## src/rtl/id_ex_stage.sv

```systemverilog
// ID/EX pipeline register with load-use hazard detection, flush/hold control
// and a saturating counter of inserted load-use bubbles.
module id_ex_stage #(
    parameter int unsigned DATA_W = 32
) (
    input  logic              clk,
    input  logic              rst_n,
    input  logic [9:0]        id_ctrl,
    input  logic              id_valid,
    input  logic [DATA_W-1:0] id_pc4,
    input  logic [DATA_W-1:0] id_rd1,
    input  logic [DATA_W-1:0] id_rd2,
    input  logic [DATA_W-1:0] id_imm,
    input  logic [4:0]        id_rs,
    input  logic [4:0]        id_rt,
    input  logic [4:0]        id_rd,
    input  logic [5:0]        id_funct,
    input  logic              flush,
    input  logic              ex_hold,
    output logic [9:0]        ex_ctrl,
    output logic              ex_valid,
    output logic [DATA_W-1:0] ex_pc4,
    output logic [DATA_W-1:0] ex_rd1,
    output logic [DATA_W-1:0] ex_rd2,
    output logic [DATA_W-1:0] ex_imm,
    output logic [4:0]        ex_rs,
    output logic [4:0]        ex_rt,
    output logic [4:0]        ex_rd,
    output logic [5:0]        ex_funct,
    output logic              stall_id,
    output logic [15:0]       bubble_cnt
);

    localparam int unsigned CTRL_W  = 10;
    localparam int unsigned REG_W   = 5;
    localparam int unsigned FUNCT_W = 6;
    localparam int unsigned CNT_W   = 16;

    // Bit positions inside {jump, aluOp[1:0], memWrite, regWrite, regDst, aluSrc, memtoReg, branch, memRead}
    localparam int unsigned CTRL_MEMREAD  = 0;
    localparam int unsigned CTRL_BRANCH   = 1;
    localparam int unsigned CTRL_REGDST   = 4;
    localparam int unsigned CTRL_MEMWRITE = 6;

    localparam logic [CNT_W-1:0] CNT_MAX = {CNT_W{1'b1}};

    logic [CTRL_W-1:0]  ex_ctrl_q,  ex_ctrl_d;
    logic               ex_valid_q, ex_valid_d;
    logic [DATA_W-1:0]  ex_pc4_q,   ex_pc4_d;
    logic [DATA_W-1:0]  ex_rd1_q,   ex_rd1_d;
    logic [DATA_W-1:0]  ex_rd2_q,   ex_rd2_d;
    logic [DATA_W-1:0]  ex_imm_q,   ex_imm_d;
    logic [REG_W-1:0]   ex_rs_q,    ex_rs_d;
    logic [REG_W-1:0]   ex_rt_q,    ex_rt_d;
    logic [REG_W-1:0]   ex_rd_q,    ex_rd_d;
    logic [FUNCT_W-1:0] ex_funct_q, ex_funct_d;
    logic [CNT_W-1:0]   bubble_cnt_q, bubble_cnt_d;

    logic id_uses_rt;
    logic load_use;

    // Hazard only against a valid load in EX writing a non-zero register.
    always_comb begin
        id_uses_rt = id_ctrl[CTRL_REGDST] | id_ctrl[CTRL_MEMWRITE] | id_ctrl[CTRL_BRANCH];
        load_use   = ex_valid_q & ex_ctrl_q[CTRL_MEMREAD] & (ex_rt_q != REG_W'(0)) & id_valid
                   & ((ex_rt_q == id_rs) | (id_uses_rt & (ex_rt_q == id_rt)));
        stall_id   = (load_use & ~flush) | ex_hold;
    end

    // Priority: flush, hold, load-use bubble, normal load.
    always_comb begin
        ex_ctrl_d    = ex_ctrl_q;
        ex_valid_d   = ex_valid_q;
        ex_pc4_d     = ex_pc4_q;
        ex_rd1_d     = ex_rd1_q;
        ex_rd2_d     = ex_rd2_q;
        ex_imm_d     = ex_imm_q;
        ex_rs_d      = ex_rs_q;
        ex_rt_d      = ex_rt_q;
        ex_rd_d      = ex_rd_q;
        ex_funct_d   = ex_funct_q;
        bubble_cnt_d = bubble_cnt_q;

        if (flush) begin
            ex_ctrl_d  = '0;
            ex_valid_d = 1'b0;
        end else if (ex_hold) begin
            ex_valid_d = ex_valid_q;
        end else if (load_use) begin
            ex_ctrl_d    = '0;
            ex_valid_d   = 1'b0;
            bubble_cnt_d = (bubble_cnt_q == CNT_MAX) ? bubble_cnt_q : bubble_cnt_q + CNT_W'(1);
        end else begin
            ex_ctrl_d  = id_valid ? id_ctrl : '0;
            ex_valid_d = id_valid;
            ex_pc4_d   = id_pc4;
            ex_rd1_d   = id_rd1;
            ex_rd2_d   = id_rd2;
            ex_imm_d   = id_imm;
            ex_rs_d    = id_rs;
            ex_rt_d    = id_rt;
            ex_rd_d    = id_rd;
            ex_funct_d = id_funct;
        end
    end

    always_ff @(posedge clk or negedge rst_n) begin
        if (!rst_n) begin
            ex_ctrl_q    <= '0;
            ex_valid_q   <= 1'b0;
            ex_pc4_q     <= '0;
            ex_rd1_q     <= '0;
            ex_rd2_q     <= '0;
            ex_imm_q     <= '0;
            ex_rs_q      <= '0;
            ex_rt_q      <= '0;
            ex_rd_q      <= '0;
            ex_funct_q   <= '0;
            bubble_cnt_q <= '0;
        end else begin
            ex_ctrl_q    <= ex_ctrl_d;
            ex_valid_q   <= ex_valid_d;
            ex_pc4_q     <= ex_pc4_d;
            ex_rd1_q     <= ex_rd1_d;
            ex_rd2_q     <= ex_rd2_d;
            ex_imm_q     <= ex_imm_d;
            ex_rs_q      <= ex_rs_d;
            ex_rt_q      <= ex_rt_d;
            ex_rd_q      <= ex_rd_d;
            ex_funct_q   <= ex_funct_d;
            bubble_cnt_q <= bubble_cnt_d;
        end
    end

    assign ex_ctrl    = ex_ctrl_q;
    assign ex_valid   = ex_valid_q;
    assign ex_pc4     = ex_pc4_q;
    assign ex_rd1     = ex_rd1_q;
    assign ex_rd2     = ex_rd2_q;
    assign ex_imm     = ex_imm_q;
    assign ex_rs      = ex_rs_q;
    assign ex_rt      = ex_rt_q;
    assign ex_rd      = ex_rd_q;
    assign ex_funct   = ex_funct_q;
    assign bubble_cnt = bubble_cnt_q;

endmodule

```

## config.mk

```make
export PLATFORM = sky130hd
export DESIGN_NAME = id_ex_stage
export DESIGN_NICKNAME = d
export VERILOG_FILES = /design/src/rtl/id_ex_stage.sv
export SDC_FILE = /design/constraint.sdc
export NUM_CORES = 1
export LEC_CHECK = 0
export ABC_AREA = 1
export CAP_MARGIN = 10
export CORE_MARGIN = 2
export CORE_UTILIZATION = 44
export CTS_BUF_LIST = sky130_fd_sc_hd__clkbuf_4
export DETAILED_ROUTE_END_ITERATION = 12
export MAX_ROUTING_LAYER = met4
export PLACE_DENSITY = 0.82
export SLEW_MARGIN = 5
export SYNTH_ARGS = -nofsm -noshare
export SYNTH_HDL_FRONTEND = slang
export SYNTH_SLANG_ARGS = --single-unit
```

## constraint.sdc

```tcl
create_clock -name clk -period 2.1 [get_ports clk]
set_input_delay 0.315 -clock clk [delete_from_list [all_inputs] [get_ports clk]]
set_output_delay 0.315 -clock clk [all_outputs]
set_load 0.1 [all_outputs]
```

* Yosys cells after proc, flatten, opt, wreduce, memory -nomap -nowiden
Cells that the tools add are included.
Storage, ports and cells: bits in registers 176, input port bits 164, output and inout bits 177, word-level logic and storage cells 40
Operators by class: add/subtract/negate cells 1, eq/ne operators 4, muxes and demuxes 7, bitwise gates (word level) 14, reduce and logical (&&, ||, !) cells 3
Operator list (number):
- 10-bit two-way mux | 4
- 16-bit by 1-bit adder with 16-bit output, second input constant | 1
- 16-bit == test, second input constant | 1
- 5-bit == test | 2
- 1-bit bitwise AND | 6
- 5-bit nonzero test | 1
- 1-bit inverter | 4
- 1-bit bitwise OR | 4
- 4-bit AND reduction | 1
- 1-bit two-way mux | 3
- 3-bit AND reduction | 1
- 2-bit inequality test, second input constant | 1

* Logic depth before layout (Yosys ltp)
word-level depth 8, gate-level depth with buffers 12, depth with buffers taken out 10

* Least setup slack after synthesis
Ideal clock, no wire load.
kind register to output, from reg ex_rt_q[1] (netlist: ex_rt[1]), to out stall_id, arrival time 2.274 ns, data required time 1.785 ns, slack -0.489 ns, cell stages (with the launch flop) 9, path buffers 0, cell sequence dfrtp_1 -> inv_1 -> nand2_1 -> nand2_1 -> nor2_1 -> nand3_1 -> nand2_1 -> nand3_1 -> nand2_1
On the way: word-level cells in the longest chain between the ends 6, elaborated cells between the ends (all ways) 10, those cells by class eq/ne (2); bitwise (7); reduce/logical (1)
Ends and longest elaborated chain:
- start: declaration | line 54 | logic [REG_W-1:0] ex_rt_q, ex_rt_d;
- start signal: assignment | line 128 | ex_rt_q <= ex_rt_d;
- 5-bit == test / 5-bit nonzero test (equally long branches) | line 66, 65
- 1-bit bitwise AND, on equally long branches | line 66, 65
- 1-bit bitwise OR / 1-bit bitwise AND (equally long branches) | line 66, 65
- 1-bit bitwise AND (*) | line 66 | & ((ex_rt_q == id_rs) | (id_uses_rt & (ex_rt_q == id_rt)));
- 1-bit bitwise AND (*) | line 67 | stall_id = (load_use & ~flush) | ex_hold;
- 1-bit bitwise OR (*) | line 67
- end: declaration | line 30 | output logic stall_id,
Mark *: on every way between the ends. The rest lies on a longest branch, timed or not.

* Final worst setup path
from reg ex_rt_q[0] (netlist: ex_rt[0]), to out stall_id
The elaborated chain is that of the path after synthesis.

==> results <==
critical path: stages, from the launching register on:
cell	delay (ns)
dfrtp_2	0.47
inv_2	0.08
nand4_1	0.13
o21bai_1	0.19
inv_2	0.06
nand3_2	0.08
nand2_2	0.06
buf_12	0.17
sequential cells by signal (all words and copies together) (netlist names):
register,flops
ex_rs,5
ex_pc4,32
ex_imm,32
ex_rt,5
ex_rd,5
bubble_cnt,16
ex_rd2,32
ex_funct,6
ex_ctrl,10
ex_valid,1
ex_rd1,32
stage by stage:
step | power [W] | hold slack [ns]
2_1_floorplan | 0.00725 | 0.0194
6_report | 0.0103 | 0.248
3_5_place_dp | 0.00853 | 0.303
5_1_grt | 0.0107 | 0.218
4_1_cts | 0.0104 | 0.215
3_3_place_gp | 0.00848 | 0.304
cells in the final DEF, fill, tap and decap left out:
master           Yosys  final
nor2_1              19     19
nand3_2              1      1
ha_1                 1      1
clkbuf_4             0     17
inv_4                0      2
inv_1               31     26
nand3_1             13     12
nor3_1               4      4
xor2_1               6      6
dlygate4sd3_1        0      1
buf_12               0     18
clkinvlp_4           0      4
buf_4                3    203
buf_6               11      1
clkinv_4             0      1
dfrtp_2              0     16
nand3_4              0      1
inv_8                0      4
nand2_4              0      1
diode_2              0      2
nand2_2              1      2
clkdlybuf4s50_1      0    162
clkinv_1             0      2
nand4_1            163    163
xnor2_1              9      9
o21bai_1             1      1
nor2_2               1      1
inv_2                3      6
inv_6                0      4
dfrtp_1            176    160
nand2_1            421    419
power breakdown:
group	leakage, nW	internal [W]	switching (W)
combinational	3.73	0.000999	0.00349
clock	0.128	0.000507	0.00131
sequential	2.19	0.00376	0.000231
total	6.05	0.00526	0.00503
cells by family (layout without fill, tap and decap cells):
group / count (synthesis) / in the layout / share of synthesized area
other: 0 / 2 / 0
adders and majority gates: 1 / 1 / 0.00160
and+or+nand+nor: 623 / 623 / 0.354
DFF: 176 / 176 / 0.562
AOI/OAI and AO/OA: 1 / 1 / 0.000958
buffers and inverters: 105 / 451 / 0.0646
xor gates and xnor gates: 15 / 15 / 0.0168
how the worst min path moves through the flow:
| stage | startpoint | cells after the start | slack [ns] | end |
|---|---|---|---|---|
| final | rst_n | 2 | 0.25 | ex_pc4[27] |
| after global routing | id_rd1[6] | 3 | 0.22 | ex_rd1[6] |
| after CTS | rst_n | 2 | 0.21 | ex_rt[4] |
| after detailed placement | rst_n | 1 | 0.30 | ex_pc4[28] |
| after global placement | rst_n | 1 | 0.30 | ex_pc4[28] |
| after floorplan | rst_n | 0 | 0.02 | bubble_cnt[0] |
routing by layer:
layer	share of wire	track usage
met3	0.077	0.0611
met2	0.50	0.428
met1	0.40	0.325
met5	0	-
met4	0.024	0.0882
repair_timing:
action / CTS / global route
buffers inserted: 7 / 0
hold buffers: 1 / 0
setup endpoints to repair: 1 / 1
endpoints found under the hold margin: 47 / 0
resized for setup: 7 / 0
pin swaps: 7 / 5
cell type report:
| cell class | instances | area [um2] | share of cell area |
|---|---|---|---|
| flip-flops and latches | 176 | 4420 | 0.382 |
| clock inverters | 15 | 126 | 0.0109 |
| well taps | 225 | 282 | 0.0243 |
| clock buffers | 17 | 128 | 0.0110 |
| multi-input cells | 640 | 2950 | 0.255 |
| repair buffers | 385 | 3530 | 0.305 |
| diodes | 2 | 5.00 | 0.000432 |
| inverters | 34 | 133 | 0.0115 |
==> summary.md <==
| Metric | Value |
|---|---|
| Status | `finished, violations left` |
| Failing checks | `setup timing` |
| Cells after DPL | `1452` |
| Critical Path Source Type | `flip-flop` |
| First-pass GRT wire length | `37800 um` |
| Ys Warns | `0` |
| Cell area after layout | `11600 um2` |
| FF-to-FF End | `bubble_cnt[12]` |
| Final setup viols | `1` |
| Initial DRT Pass Iterations | `7` |
| Initial antenna violation count | `1` |
| Setup Crit Path Kind | `flip-flop to output port` |
| Asr flop ratio synth | `1.00` |
| Post-synth top cells | `nand2_1, dfrtp_1, nand4_1, clkbuf_1, inv_1` |
| EDFF count, synth | `0` |
| Worst skew pair latency | `0.59 ns` |
| Gr ovfl total | `0` |
| Die ar. | `18900 um2` |
| Initial core utilization | `0.452` |
| Reg2reg start | `bubble_cnt[0]` |
| Post-Syn Instances | `921` |
| PortBufs | `340` |
| Clock transition at the registers of the reported paths | `0.15 ns` |
| DR WL/cell | `16.4 um` |
| DR vias/cell | `5.22` |
| Avg Inst Size Synth | `8.51 um2` |
| DRC Markers | `0` |
| Number of synthesized register bits | `176` |
| Final Instance Count excl. Fillers | `1494` |
| Rows | `48` |
| Layout fillers | `1400` |
| Layout cells sized above 1 | `0.223` |
| Worst setup path start | `ex_rt[0]` |
| Tot GR Track Use | `0.263` |
| Via count | `7799` |
| 1st-iter DRT viols | `495` |
| Layout Utilization | `0.667` |
| Vias in the first global route | `7337` |
| Biggest area consumer among synthesized cells | `dfrtp_1` |
| Setup WS post-layout | `-0.0401 ns` |
| CTS Root Cell | `clkbuf_4` |
| Die height | `137 um` |
| Fin nets | `1419` |
| Final hold vios | `0` |
| Final Slew Violations | `0` |
| Die Wd | `137 um` |
| Ranking of synthesized cells by area | `dfrtp_1, nand2_1, nand4_1` |
| TritonCTS clock tree | `yes` |
| RSZ-0062 raised after global routing | `yes` |
| HPWL after detailed placement | `17400 um` |
| Placed inst area | `11200 um2` |
| Register-to-register setup slack | `0.17 ns` |
| Synthesized cell area | `7840 um2` |
| Post-synth top area share | `0.562` |
| Data arrival, critical path | `1.83 ns` |
| Dpl ws | `-0.0400 ns` |
| Min-Delay Path Class | `input port to async pin` |
| Final WL | `24600 um` |
| Slew @ Worst Pin | `0.511 ns` |
| Slew headroom | `0.659` |
| Final Critical Period | `2.14 ns` |
| R2R cell count | `10` |
| GPL Wtd Cong | `0.874` |
| Yosys cell types | `20` |
| H-tree depth | `4` |
| Most common cell in the netlist | `nand2_1` |
| Cts bufs inserted | `17` |
| Peak Freq | `467 MHz` |
| Crit Path Max Fanout | `5` |
| Maximum clock path buffer count | `2` |
| Mapped Nets | `1086` |
| Sequential cell area fraction in the yosys report | `0.562` |
| Leak Pwr | `6.05 nW` |
| PD cells | `889 nW/um2` |
| Core ar. | `17400 um2` |
| Worst Clk Skew | `0.0270 ns` |
| Max-cap violation count | `0` |
| I/O pin total | `341` |
| Worst EP required | `1.78 ns` |
| P&R area growth vs syn | `47.6%` |
| Top FF cell, synth | `dfrtp_1` |
| Setup TNS | `-0.0401 ns` |
| CTS Sinks | `176` |
| Final period utilization | `1.02` |
| Largest net degree at the start of global routing | `71` |
| Critical Path End Type | `output port` |
| Final ANT Viol Nets | `0` |
| IR drop worst, VDD | `0.573 mV` |
| CP Capture Point | `stall_id` |
Power figures use the tool's default switching activity.
